<file path="config.mk">
export PLATFORM = sky130hd
export DESIGN_NAME = instruction_fetch_unit
export DESIGN_NICKNAME = d
export VERILOG_FILES = /design/src/rtl/cpu_defs.sv /design/src/rtl/instruction_fetch_unit.sv
export SDC_FILE = /design/constraint.sdc
export NUM_CORES = 1
export LEC_CHECK = 0
export ABC_AREA = 0
export CORE_ASPECT_RATIO = 1.25
export CORE_MARGIN = 5
export CORE_UTILIZATION = 40
export CTS_CLUSTER_SIZE = 16
export DETAILED_ROUTE_END_ITERATION = 7
export PLACE_DENSITY = 0.78
export SLEW_MARGIN = 20
export SYNTH_ARGS = -nofsm -noshare
export SYNTH_HDL_FRONTEND = slang
export SYNTH_SLANG_ARGS = --single-unit
</file>
<file path="constraint.sdc">
create_clock -name clk -period 1.9 [get_ports clk]
set_input_delay 0.38 -clock clk [delete_from_list [all_inputs] [get_ports clk]]
set_output_delay 0.38 -clock clk [all_outputs]
set_load 0.02 [all_outputs]
</file>
<file path="src/rtl/cpu_defs.sv">
// -----------------------------------------------------------------------------
// cpu_defs
//   Shared CPU definitions used by the fetch sequencer and its neighbours.
//   - fun_sel_e   : address register file function codes (DEC/INC/LOAD/CLR)
//   - reg_sel_e   : address register file enable masks ({PC,SP,AR})
//   - fetch_state_e : state encoding of the instruction fetch sequencer
//   - helpers classifying fetch states (memory read / busy)
// -----------------------------------------------------------------------------
package cpu_defs;

   // Address register file function select
   typedef enum logic [1:0] {
      FUN_DEC  = 2'b00,
      FUN_INC  = 2'b01,
      FUN_LOAD = 2'b10,
      FUN_CLR  = 2'b11
   } fun_sel_e;

   // Address register file enable masks, bit order {PC, SP, AR}
   typedef enum logic [2:0] {
      REG_NONE = 3'b000,
      REG_AR   = 3'b001,
      REG_SP   = 3'b010,
      REG_PC   = 3'b100
   } reg_sel_e;

   // Fetch sequencer states
   typedef enum logic [2:0] {
      ST_IDLE   = 3'd0,
      ST_RD_LO  = 3'd1,
      ST_INC_LO = 3'd2,
      ST_RD_HI  = 3'd3,
      ST_INC_HI = 3'd4,
      ST_DONE   = 3'd5,
      ST_FAULT  = 3'd6
   } fetch_state_e;

   // States in which the memory read strobe is asserted
   function automatic logic is_read_state(input fetch_state_e s);
      return (s == ST_RD_LO) || (s == ST_RD_HI);
   endfunction

   // States in which the sequencer is working on a fetch
   function automatic logic is_busy_state(input fetch_state_e s);
      return (s == ST_RD_LO) || (s == ST_INC_LO) ||
             (s == ST_RD_HI) || (s == ST_INC_HI);
   endfunction

endpackage

</file>
<file path="src/rtl/instruction_fetch_unit.sv">
// -----------------------------------------------------------------------------
// instruction_fetch_unit
//   Fetch sequencer between the address register file (ARF) and a byte-wide
//   memory. It reads two bytes at PC and PC+1, assembles them little-endian
//   into a 16-bit instruction register and steps PC once after each byte by
//   driving the ARF FunSel/RegSel lines. The control unit starts it with
//   fetch_start and watches busy/done/fault.
//
// Parameters
//   TIMEOUT      max cycles to wait for mem_ready per byte; 0 waits forever
//
// Ports
//   clk          in   system clock, rising edge
//   rst_n        in   asynchronous active-low reset
//   fetch_start  in   request one 16-bit instruction fetch
//   flush        in   synchronous abort of the fetch in progress
//   pc_value     in   current PC (ARF OutC)
//   mem_ready    in   memory data valid this cycle
//   mem_data     in   memory read byte
//   mem_addr     out  memory address (pc_value while reading, else 0)
//   mem_read     out  memory read strobe
//   arf_fun_sel  out  ARF function select
//   arf_reg_sel  out  ARF register enables {PC,SP,AR}
//   ir_out       out  instruction register
//   busy         out  fetch in progress
//   done         out  one-cycle pulse, ir_out holds a new instruction
//   fault        out  memory timeout, held until fetch_start or flush
// -----------------------------------------------------------------------------
module instruction_fetch_unit
   import cpu_defs::*;
#(
   parameter int TIMEOUT = 16
) (
   input  logic        clk,
   input  logic        rst_n,
   input  logic        fetch_start,
   input  logic        flush,
   input  logic [15:0] pc_value,
   input  logic        mem_ready,
   input  logic [7:0]  mem_data,
   output logic [15:0] mem_addr,
   output logic        mem_read,
   output logic [1:0]  arf_fun_sel,
   output logic [2:0]  arf_reg_sel,
   output logic [15:0] ir_out,
   output logic        busy,
   output logic        done,
   output logic        fault
);

   // A zero TIMEOUT still needs a legal (unused) one-bit counter.
   localparam int CNT_W = (TIMEOUT > 0) ? $clog2(TIMEOUT + 1) : 1;
   localparam logic [CNT_W-1:0] WAIT_LAST = CNT_W'((TIMEOUT > 0) ? TIMEOUT - 1 : 0);

   fetch_state_e     state_q, state_d;
   logic [7:0]       lo_byte_q, lo_byte_d;
   logic [15:0]      ir_q, ir_d;
   logic [CNT_W-1:0] wait_cnt_q, wait_cnt_d;
   logic             timed_out;
   logic             abort;

   // Flush aborts everything except a pending fault, which only the
   // control unit's acknowledge (fetch_start or flush) leaves.
   assign abort = flush && (state_q != ST_FAULT);

   // The current read stage has waited its last allowed cycle without data.
   assign timed_out = (TIMEOUT > 0) && !mem_ready && (wait_cnt_q == WAIT_LAST);

   // State register
   always_ff @(posedge clk or negedge rst_n) begin
      if (!rst_n) begin
         state_q <= ST_IDLE;
      end else begin
         state_q <= state_d;
      end
   end

   // Next-state logic
   always_comb begin
      state_d = state_q;
      if (abort) begin
         state_d = ST_IDLE;
      end else begin
         case (state_q)
            ST_IDLE: begin
               if (fetch_start) state_d = ST_RD_LO;
            end
            ST_RD_LO: begin
               if (mem_ready)      state_d = ST_INC_LO;
               else if (timed_out) state_d = ST_FAULT;
            end
            ST_INC_LO: begin
               state_d = ST_RD_HI;
            end
            ST_RD_HI: begin
               if (mem_ready)      state_d = ST_INC_HI;
               else if (timed_out) state_d = ST_FAULT;
            end
            ST_INC_HI: begin
               state_d = ST_DONE;
            end
            ST_DONE: begin
               state_d = fetch_start ? ST_RD_LO : ST_IDLE;
            end
            ST_FAULT: begin
               if (fetch_start || flush) state_d = ST_IDLE;
            end
            default: begin
               state_d = ST_IDLE;
            end
         endcase
      end
   end

   // Output logic. Flush during an INC stage drops the PC enable in the
   // same cycle so an aborted fetch never moves PC.
   always_comb begin
      mem_read    = 1'b0;
      mem_addr    = 16'h0000;
      arf_fun_sel = FUN_DEC;
      arf_reg_sel = REG_NONE;
      busy        = is_busy_state(state_q);
      done        = (state_q == ST_DONE);
      fault       = (state_q == ST_FAULT);
      if (is_read_state(state_q)) begin
         mem_read = 1'b1;
         mem_addr = pc_value;
      end
      if ((state_q == ST_INC_LO || state_q == ST_INC_HI) && !flush) begin
         arf_fun_sel = FUN_INC;
         arf_reg_sel = REG_PC;
      end
   end

   // Datapath next values. The low byte is staged so the instruction
   // register changes only once, on the high-byte capture. The wait counter
   // is zero outside a stalled read, so each read stage starts from zero.
   always_comb begin
      lo_byte_d  = lo_byte_q;
      ir_d       = ir_q;
      wait_cnt_d = '0;
      if (!abort) begin
         if (state_q == ST_RD_LO && mem_ready) begin
            lo_byte_d = mem_data;
         end
         if (state_q == ST_RD_HI && mem_ready) begin
            ir_d = {mem_data, lo_byte_q};
         end
         if (is_read_state(state_q) && !mem_ready && !timed_out && (TIMEOUT > 0)) begin
            wait_cnt_d = wait_cnt_q + 1'b1;
         end
      end
   end

   // Datapath registers
   always_ff @(posedge clk or negedge rst_n) begin
      if (!rst_n) begin
         lo_byte_q  <= 8'h00;
         ir_q       <= 16'h0000;
         wait_cnt_q <= '0;
      end else begin
         lo_byte_q  <= lo_byte_d;
         ir_q       <= ir_d;
         wait_cnt_q <= wait_cnt_d;
      end
   end

   assign ir_out = ir_q;

endmodule

</file>
## Word level (Yosys, flattened, before mapping)

Cells that the tools add are included.

- Add/sub/neg operators: 1
- $mul: 0
- Div/mod/pow operators: 0
- Order comparisons: 0
- Eq/ne operators: 10
- Shifts and indexed selects: 0
- Multiplexer cells: 14
- Bitwise logic cells: 1
- Reduce and logical (&&, ||, !) cells: 20

Operators with widths:

| operator | number |
|---|---|
| $mux 3 | 7 |
| $pmux 3 s7 | 1 |
| $mux 16 | 1 |
| $mux 5 | 2 |
| $eq 3x3->1 const B | 3 |
| $logic_and 1x1->1 | 7 |
| $eq 3x2->1 const B | 2 |
| $logic_or 1x1->1 | 6 |
| $ne 3x3->1 const B | 2 |
| $reduce_and 2->1 | 3 |
| $add 5x1->5 const B | 1 |
| $eq 5x4->1 const B | 1 |
| $eq 3x1->1 const B | 1 |
| $logic_not 1->1 | 3 |
| $logic_not 3->1 | 1 |
| $mux 1 | 3 |
| $ne 3x1->1 const B | 1 |
| $not 1->1 | 1 |

- Register bits: 32
- Bits in latches: 0
- RAM bits: 0
- Bits in read-only memories: 0
- Input bits: 29
- Output and inout bits: 41
- Memories: 0

## Longest topological paths before layout

Gate-level depths: netlist of the first run.

- Word-level depth: 6
- Mapped depth: 6
- Mapped depth without buffers: 6

## Least setup slack after synthesis of the first run

OpenSTA, ideal clock, no wires.

- Path type: register -> output
- Start point: reg state_q[1]
- End point: out arf_reg_sel[2]
- Arrival time: 1456 ps
- Slack: 64 ps
- Stages on the path, launching flop included: 5
- Cell sequence: dfrtp_1 -> clkbuf_1 -> xnor2_1 -> nor3_1 -> buf_4

- Longest elaborated chain between the ends: 4

RTL lines:

| what | RTL line | text |
|---|---|---|
| start: declaration | instruction_fetch_unit.sv:55 | `fetch_state_e state_q, state_d;` |
| start signal: assignment | instruction_fetch_unit.sv:74 | `state_q <= state_d;` |
| $eq 3x2->1 or $eq 3x3->1 (tied branches) | instruction_fetch_unit.sv:129 | `if ((state_q == ST_INC_LO \|\| state_q == ST_INC_HI) && !flush) begin` |
| $logic_or 1x1->1 * | instruction_fetch_unit.sv:129 |  |
| $logic_and 1x1->1 * | instruction_fetch_unit.sv:129 |  |
| $mux 3 * | instruction_fetch_unit.sv:129 |  |
| end: declaration | instruction_fetch_unit.sv:44 | `output logic [2:0] arf_reg_sel,` |

Every way passes the cells marked *; elsewhere a longest branch is shown, timed or not.

## Final worst setup path of the first run

- Start point: reg state_q[2]
- End point: out mem_addr[11]

- Longest elaborated chain between the ends: 3

RTL lines:

| what | RTL line | text |
|---|---|---|
| $eq 3x1->1 or $eq 3x2->1 (tied branches) | cpu_defs.sv:40 | `return (s == ST_RD_LO) \|\| (s == ST_RD_HI);` |
| $logic_or 1x1->1 * | cpu_defs.sv:40 |  |
| $mux 16 * | instruction_fetch_unit.sv:125 | `if (is_read_state(state_q)) begin` |
| end: declaration | instruction_fetch_unit.sv:41 | `output logic [15:0] mem_addr,` |

Marked as above.

==> flow_summary.rst, run 1 <==
.. list-table::
   :header-rows: 1

   * - Metric
     - Value
   * - Ant. Diodes
     - 0
   * - Library cell contributing the largest single delay on the critical path
     - sky130_fd_sc_hd__dfrtp_2
   * - Area of the core
     - 0.00375 mm²
   * - Die area
     - approximately 0.0052 mm²
   * - Number of antenna violations at the first check in global routing
     - 0
   * - Final weighted congestion of routability-driven global placement
     - 0.735
   * - Share of post-route cells with drive strength above 1
     - 35.3%
   * - Worst setup path category
     - reg -> out
   * - Status
     - finished clean
   * - Crit path time final
     - between 1500 and 2000 ps
   * - Iteration count of the initial detailed-routing pass
     - 4
   * - Setup Buffers After CTS
     - 0
   * - Area share of the leading cell type in the synthesized netlist
     - 51.9%
   * - Detailed placement HPWL
     - 2820 µm
   * - CTS tree
     - built
   * - Final Instance Count excl. Fillers
     - about 240
   * - Placed cell count
     - 233
   * - Final setup TNS
     - 0 ps
   * - WL per Instance
     - 14.6 µm
   * - Register clock-pin slew on the reported worst setup and hold paths
     - about 70 ps
   * - Total of flip-flops plus latches after synthesis
     - 32
   * - Row count
     - 25
   * - Final setup viols
     - 0
   * - Hold Violations, Final
     - 0
   * - Fin Clk Skew
     - 1.60 ps
   * - Kind of end point of the critical path
     - primary output
   * - Sequential area share after synthesis
     - 51.9%
   * - Count of filler cells inserted in the layout
     - 305
   * - Reported max-cap violation count
     - 0
   * - Area contributors post-synth
     - sky130_fd_sc_hd__dfrtp_1, sky130_fd_sc_hd__mux2_2, sky130_fd_sc_hd__mux2_4
   * - Count of vias placed by the detailed router
     - 1,191
   * - Sum of internal, switching and leakage power
     - 2.21 mW
   * - Leak
     - 1.13 nW
   * - Post-synthesis to final-layout area growth
     - 51.9%
   * - Max-slew violation count
     - 0
   * - Cell count after synthesis
     - 124
   * - Number of warnings reported in the yosys synthesis log
     - 0
   * - Number of nets with antenna violations after routing
     - 0
   * - Average cell area after synthesis
     - ~12 µm²
   * - Maximum clock path buffer count
     - 2
   * - Total power per unit cell area
     - 945 mW/mm²
   * - Number of input and output port buffers inserted
     - 66
   * - Initial cell density of the core
     - between 40% and 50%
   * - Count of unique library cells instantiated by Yosys
     - 31
   * - Arrival time at the worst endpoint
     - around 1500 ps
   * - Main synth FF type
     - sky130_fd_sc_hd__dfrtp_1
   * - Setup repair after global routing missed its margin
     - false
   * - Via count of the first global-routing pass
     - 1,353
   * - Nets
     - about 230
   * - Clock Sink Count
     - 32
   * - Area taken by multi-input logic gates
     - ~670 µm²
   * - Buffer type at the clock tree root
     - sky130_fd_sc_hd__clkbuf_8
   * - Slowest stage delay, CP
     - approximately 450 ps
   * - Type of the worst min-delay path
     - reg -> reg
   * - Post-detailed-routing wire length
     - 3510 µm
   * - Post-synth top area cell
     - sky130_fd_sc_hd__dfrtp_1
   * - Initial DRC Count
     - 50
   * - Part of the cycle the worst path needs
     - a little over nine tenths
   * - Total track usage
     - 14.9%
   * - Critical path data required time
     - 1520 ps
   * - Die width
     - 65.5 µm
   * - Top-count cell post-synth
     - sky130_fd_sc_hd__dfrtp_1
   * - Startpoint Class
     - register
   * - Fmax
     - between 500 and 600 MHz
   * - DRC violation count after routing
     - 0
   * - Number of H-tree levels
     - 2
   * - Maximum vdd drop
     - 0.359 mV
   * - Syn Std Cell Area
     - between 0.0015 and 0.002 mm²
   * - Share of flip-flops with an asynchronous set or reset after synthesis
     - 100%
   * - Number of primary I/O pins
     - 70
   * - Gr ovfl total
     - 0
   * - Chip height
     - 79.4 µm
   * - Via count normalized by instance count
     - ~5
   * - Maximum fanout encountered on the critical timing path
     - 17
   * - Number of CTS-inserted buffers
     - 5
   * - Clock insertion delay at the later pin of the skew report
     - roughly 280 ps
   * - Critical path cell sequence
     - nand2b_4 -> inv_2 -> buf_12 -> and2_1 -> clkdlybuf4s15_2
   * - Top cell family by delay on the critical path
     - flip-flops
   * - Maximum number of pins on one net before global-route repair
     - 33
   * - Flip-flop and latch area
     - 802 µm²
   * - Commonest cells in the synthesized netlist
     - sky130_fd_sc_hd__dfrtp_1, sky130_fd_sc_hd__and2_1, sky130_fd_sc_hd__mux2_2
   * - Worst Path Buf+Inv
     - 3
   * - Global-route wire length before repair
     - 5970 µm
   * - Post-synth EDFFs
     - 0
-- cells by family after synthesis --
group                      after synthesis  share of synthesized area [%]
other                                    1                          0.243
adders and majority gates                2                           1.62
muxes                                   25                           20.2
DFF                                     32                           51.9
xor gates and xnor gates                 3                           1.70
and+or+nand+nor                         39                           15.2
AOI/OAI and AO/OA                        8                           3.41
buffers and inverters                   14                           5.68
-- through the flow --
stage	instance area, µm²	hold slack, ps	util (%)	worst slack [ps]
2_1_floorplan	1550	84.4	-	63.7
3_3_place_gp	2300	444	61.2	-204
3_5_place_dp	2300	462	61.2	-214
4_1_cts	2370	469	63.3	1.91
5_1_grt	2340	472	62.4	0.133
6_report	2340	466	62.4	63.9
-- what timing repair did --
action | in CTS | in global routing
pin swaps | 0 | 0
gates resized for setup | 72 | 12
hold buffers | 0 | 0
setup endpoints to repair | 22 | 18
-- where the power goes --
group | total [mW] | switching, mW | internal, mW | leakage (nW)
Clock | 0.637 | 0.250 | 0.387 | 0.0541
Combinational | 0.681 | 0.293 | 0.389 | 0.655
Sequential | 0.895 | 0.0747 | 0.821 | 0.417
-- cells in the final DEF, fill, tap and decap left out, drive strengths merged, types with 2 or more instances in the layout --
master         instances
ha                     2
nor3                   2
o21ai                  2
nand2                  4
nor2                   8
dfrtp                 32
clkdlybuf4s50         44
conb                   3
a21oi                  2
dlygate4sd2            2
inv                    3
mux2                  25
clkdlybuf4s15          4
buf                   28
clkbuf                 5
xnor2                  2
and2                  17
-- layout make-up --
type	count	share of cell area, %
clock buffer	5	2.94
clock inverter	3	1.82
inverter	3	0.481
multi-input combinational	80	28.6
sequential	32	34.2
tap	40	2.14
timing repair buffer	78	29.8
-- state kept, by name (all words and copies together) (netlist names) --
name        cells
lo_byte_q       8
state_q         3
wait_cnt_q      5
ir_out         16
-- path summary, 6_finish.rpt --
kind	from	endpoint	slack, ps	cells past startpoint
max in group asynchronous	rst_n	state_q[2]	1090	2
setup reg to reg	wait_cnt_q[0]	wait_cnt_q[2]	90	5
min in group asynchronous	rst_n	ir_out[14]	500	2
hold / removal	wait_cnt_q[0]	wait_cnt_q[0]	470	1
hold reg to reg	wait_cnt_q[0]	wait_cnt_q[0]	470	1
setup / recovery	state_q[2]	mem_addr[11]	60	5
-- metal layers --
layer  global-route usage (%)  vias to the layer above  routed length [µm]  share of wire (%)
met5                        0                        -                   0                  0
met4                     4.98                        0                  44                1.3
met3                     8.31                        5                 435                 12
met2                     25.5                       66                1750                 50
met1                     15.1                      562                1280                 36
li1                         -                      558                   -                  -
(Power assumes the default switching activity.)
==> run 2: changes to the inputs <==
--- a/config.mk
+++ b/config.mk
@@ -7,11 +7,11 @@
 export LEC_CHECK = 0
 export ABC_AREA = 0
 export CORE_ASPECT_RATIO = 1.25
-export CORE_MARGIN = 5
 export CORE_UTILIZATION = 40
 export CTS_CLUSTER_SIZE = 16
 export DETAILED_ROUTE_END_ITERATION = 7
 export PLACE_DENSITY = 0.78
+export REMOVE_ABC_BUFFERS = 1
 export SLEW_MARGIN = 20
 export SYNTH_ARGS = -nofsm -noshare
 export SYNTH_HDL_FRONTEND = slang
==> flow_summary.rst, run 2 (synthesized netlist as in run 1, its figures left out) <==
.. list-table::
   :header-rows: 1

   * - Metric
     - Value
   * - Setup ws final
     - about 9.4 ps
   * - Most common library cell in the layout ignoring fill and taps
     - sky130_fd_sc_hd__clkdlybuf4s50_1
   * - Slowest stage delay, CP
     - about 420 ps
   * - Logic pwr share
     - 30.9%
   * - Number of H-tree levels
     - 2
   * - Gr ovfl total
     - 0
   * - Largest register FFs
     - 16
   * - Setup repair after global routing missed its margin
     - true
   * - Via count normalized by instance count
     - 4.90
   * - Maximum fanout encountered on the critical timing path
     - 4
   * - Chip height
     - 71.4 µm
   * - Count of vias placed by the detailed router
     - roughly 1.2k
   * - Number of antenna violations at the first check in global routing
     - 0
   * - Proportion of power drawn by the clock network
     - approximately 29%
   * - Arrival time at the worst endpoint
     - 1510 ps
   * - Area taken by multi-input logic gates
     - 669 µm²
   * - CTS tree
     - built
   * - Initial DRC Count
     - 12
   * - Number of primary I/O pins
     - 70
   * - Fin Clk Skew
     - 4.11 ps
   * - Internal power of the cells
     - approximately 1.6 mW
   * - Type of the worst min-delay path
     - reg -> reg
   * - Violations in the final reports
     - DRC
   * - Worst Path Buf+Inv
     - 2
   * - Top cell family by delay on the critical path
     - buffers and inverters
   * - Switching part of the total
     - 28.0%
   * - Fraction of power consumed by sequential logic
     - a little over 40%
   * - Area of the core
     - 0.00357 mm²
   * - Global-route wire length before repair
     - 5710 µm
   * - Count of filler cells inserted in the layout
     - 283
   * - Number of nets with antenna violations after routing
     - 0
   * - Die width
     - about 58 µm
   * - Final setup TNS
     - 0 ps
   * - Final setup viols
     - 0
   * - Maximum vdd drop
     - 0.379 mV
   * - Critical path data required time
     - 1520 ps
   * - Reported max-cap violation count
     - 0
   * - Detailed placement HPWL
     - 2700 µm
   * - Total track usage
     - 18.7%
   * - Sum of internal, switching and leakage power
     - 2.23 mW
   * - Status
     - complete, but fails checks
   * - Worst setup path category
     - reg -> out
   * - Nets
     - about 230
   * - Clock insertion delay at the later pin of the skew report
     - roughly 290 ps
   * - Crit path time final
     - ~1900 ps
   * - Number of input and output port buffers inserted
     - 66
   * - Register clock-pin slew on the reported worst setup and hold paths
     - roughly 60 ps
   * - Max-slew violation count
     - 0
   * - Total power per unit cell area
     - 949 mW/mm²
   * - Flip-flop and latch area
     - 801 µm²
   * - Fmax
     - 529 MHz
   * - Maximum number of pins on one net before global-route repair
     - 33
   * - Startpoint Class
     - register
   * - Row count
     - 24
   * - Part of the cycle the worst path needs
     - 99.5%
   * - Library cell contributing the largest single delay on the critical path
     - sky130_fd_sc_hd__dfrtp_1
   * - Hold Violations, Final
     - 0
   * - Ant. Diodes
     - 0
   * - Critical path cell sequence
     - buf_4 -> xnor2_1 -> nor3_1 -> dlygate4sd1_1
   * - Quantity of hold-fixing buffers added after cts
     - 0
   * - Final weighted congestion of routability-driven global placement
     - 0.857
   * - Share of the core filled with cells
     - 65.7%
   * - DRC violation count after routing
     - 6
   * - Maximum clock path buffer count
     - 2
   * - Register-to-Register Setup Slack
     - 90 ps
   * - WL per Instance
     - 14.3 µm
   * - Number of CTS-inserted buffers
     - 5
   * - Initial cell density of the core
     - 43.1%
   * - Post-detailed-routing wire length
     - 3460 µm
   * - Post-synthesis to final-layout area growth
     - 52.3%
   * - Final Instance Count excl. Fillers
     - 242
   * - Leak
     - 1.15 nW
   * - Iteration count of the initial detailed-routing pass
     - 8
   * - Placed cell count
     - 232
   * - Via count of the first global-routing pass
     - 1,277
   * - Buffer type at the clock tree root
     - sky130_fd_sc_hd__clkbuf_8
   * - Commonest cells after routing, fill and taps aside
     - sky130_fd_sc_hd__clkdlybuf4s50_1, sky130_fd_sc_hd__dfrtp_1, sky130_fd_sc_hd__and2_1, sky130_fd_sc_hd__mux2_2, sky130_fd_sc_hd__buf_2
   * - Net switching power figure
     - 624 µW
   * - Die area
     - 0.00411 mm²
   * - DP Worst Slack
     - -194 ps
   * - Clock Sink Count
     - 32
   * - Kind of end point of the critical path
     - primary output
   * - Share of post-route cells with drive strength above 1
     - 34.0%
==> run 2: changes by cell type in the layout (fill, tap and decap cells not counted), sizes merged <==
| cell | previous run | this run |
|---|---|---|
| buf | 28 | 30 |
| clkdlybuf4s15 | 4 | 1 |
| dlygate4sd1 | 0 | 2 |
| dlygate4sd2 | 2 | 3 |
==> run 2: final cells by class <==
type,count,area share [%]
Timing Repair Buffer,80,30.1
Clock buffer,5,2.93
Multi-Input combinational cell,80,28.5
Sequential cell,32,34.1
Tap cell,39,2.08
Clock inverter,3,1.81
Inverter,3,0.480
==> run 2: per-layer routing <==
layer / share of wire (%) / routed length, µm / vias up / GRT usage, %
met2: 56 / 1930 / 61 / 34.9
met4: 1.5 / 51 / 0 / 7.32
met5: 0 / 0 / - / 0
li1: - / - / 560 / -
met1: 35 / 1210 / 559 / 18.5
met3: 7.8 / 270 / 6 / 6.50
==> run 2: worst reg2reg max path, delay by kind of cell, from the launching register on <==
family / cells / cell delay, ps
and+or+nand+nor: 3 / 890
adders and majority gates: 2 / 440
DFF: 1 / 400
==> run 2: worst paths after layout <==
check | startpoint | to | cells after the start
max in group asynchronous | rst_n | ir_out[11] | 2
hold reg to reg | wait_cnt_q[0] | wait_cnt_q[0] | 1
hold / removal | wait_cnt_q[0] | wait_cnt_q[0] | 1
setup / recovery | state_q[2] | arf_fun_sel[0] | 4
min in group asynchronous | rst_n | ir_out[14] | 2
setup reg to reg | wait_cnt_q[0] | wait_cnt_q[3] | 5
==> run 2: stage by stage <==
stage	hold WS (ps)	cell area, µm²
final	470	2350
after global routing	500	2350
after CTS	470	2340
after detailed placement	466	2300
after global placement	444	2300
after floorplan	84.4	1470
==> run 2: power by group through the flow <==
stage | registers [mW] | clock network [mW] | logic, mW
floorplan | 0.998 | 0 | 0.246
global route | 0.916 | 0.688 | 0.733
global placement | 0.901 | 0 | 0.694
detailed placement | 0.910 | 0 | 0.712
finish | 0.899 | 0.640 | 0.689
CTS | 0.899 | 0.661 | 0.695
==> run 2: repair_timing <==
action / 4_1_cts / 5_1_grt
setup buffers: 2 / 0
cloned: 0 / 0
gates resized for setup: 76 / 2
setup endpoints to repair: 23 / 3
==> run 3: changes to the inputs <==
--- a/config.mk
+++ b/config.mk
@@ -16,3 +16,4 @@
 export SYNTH_ARGS = -nofsm -noshare
 export SYNTH_HDL_FRONTEND = slang
 export SYNTH_SLANG_ARGS = --single-unit
+export TNS_END_PERCENT = 100
==> results of run 3 <==
Final layout, timing and power as in run 2 (identical DEF).
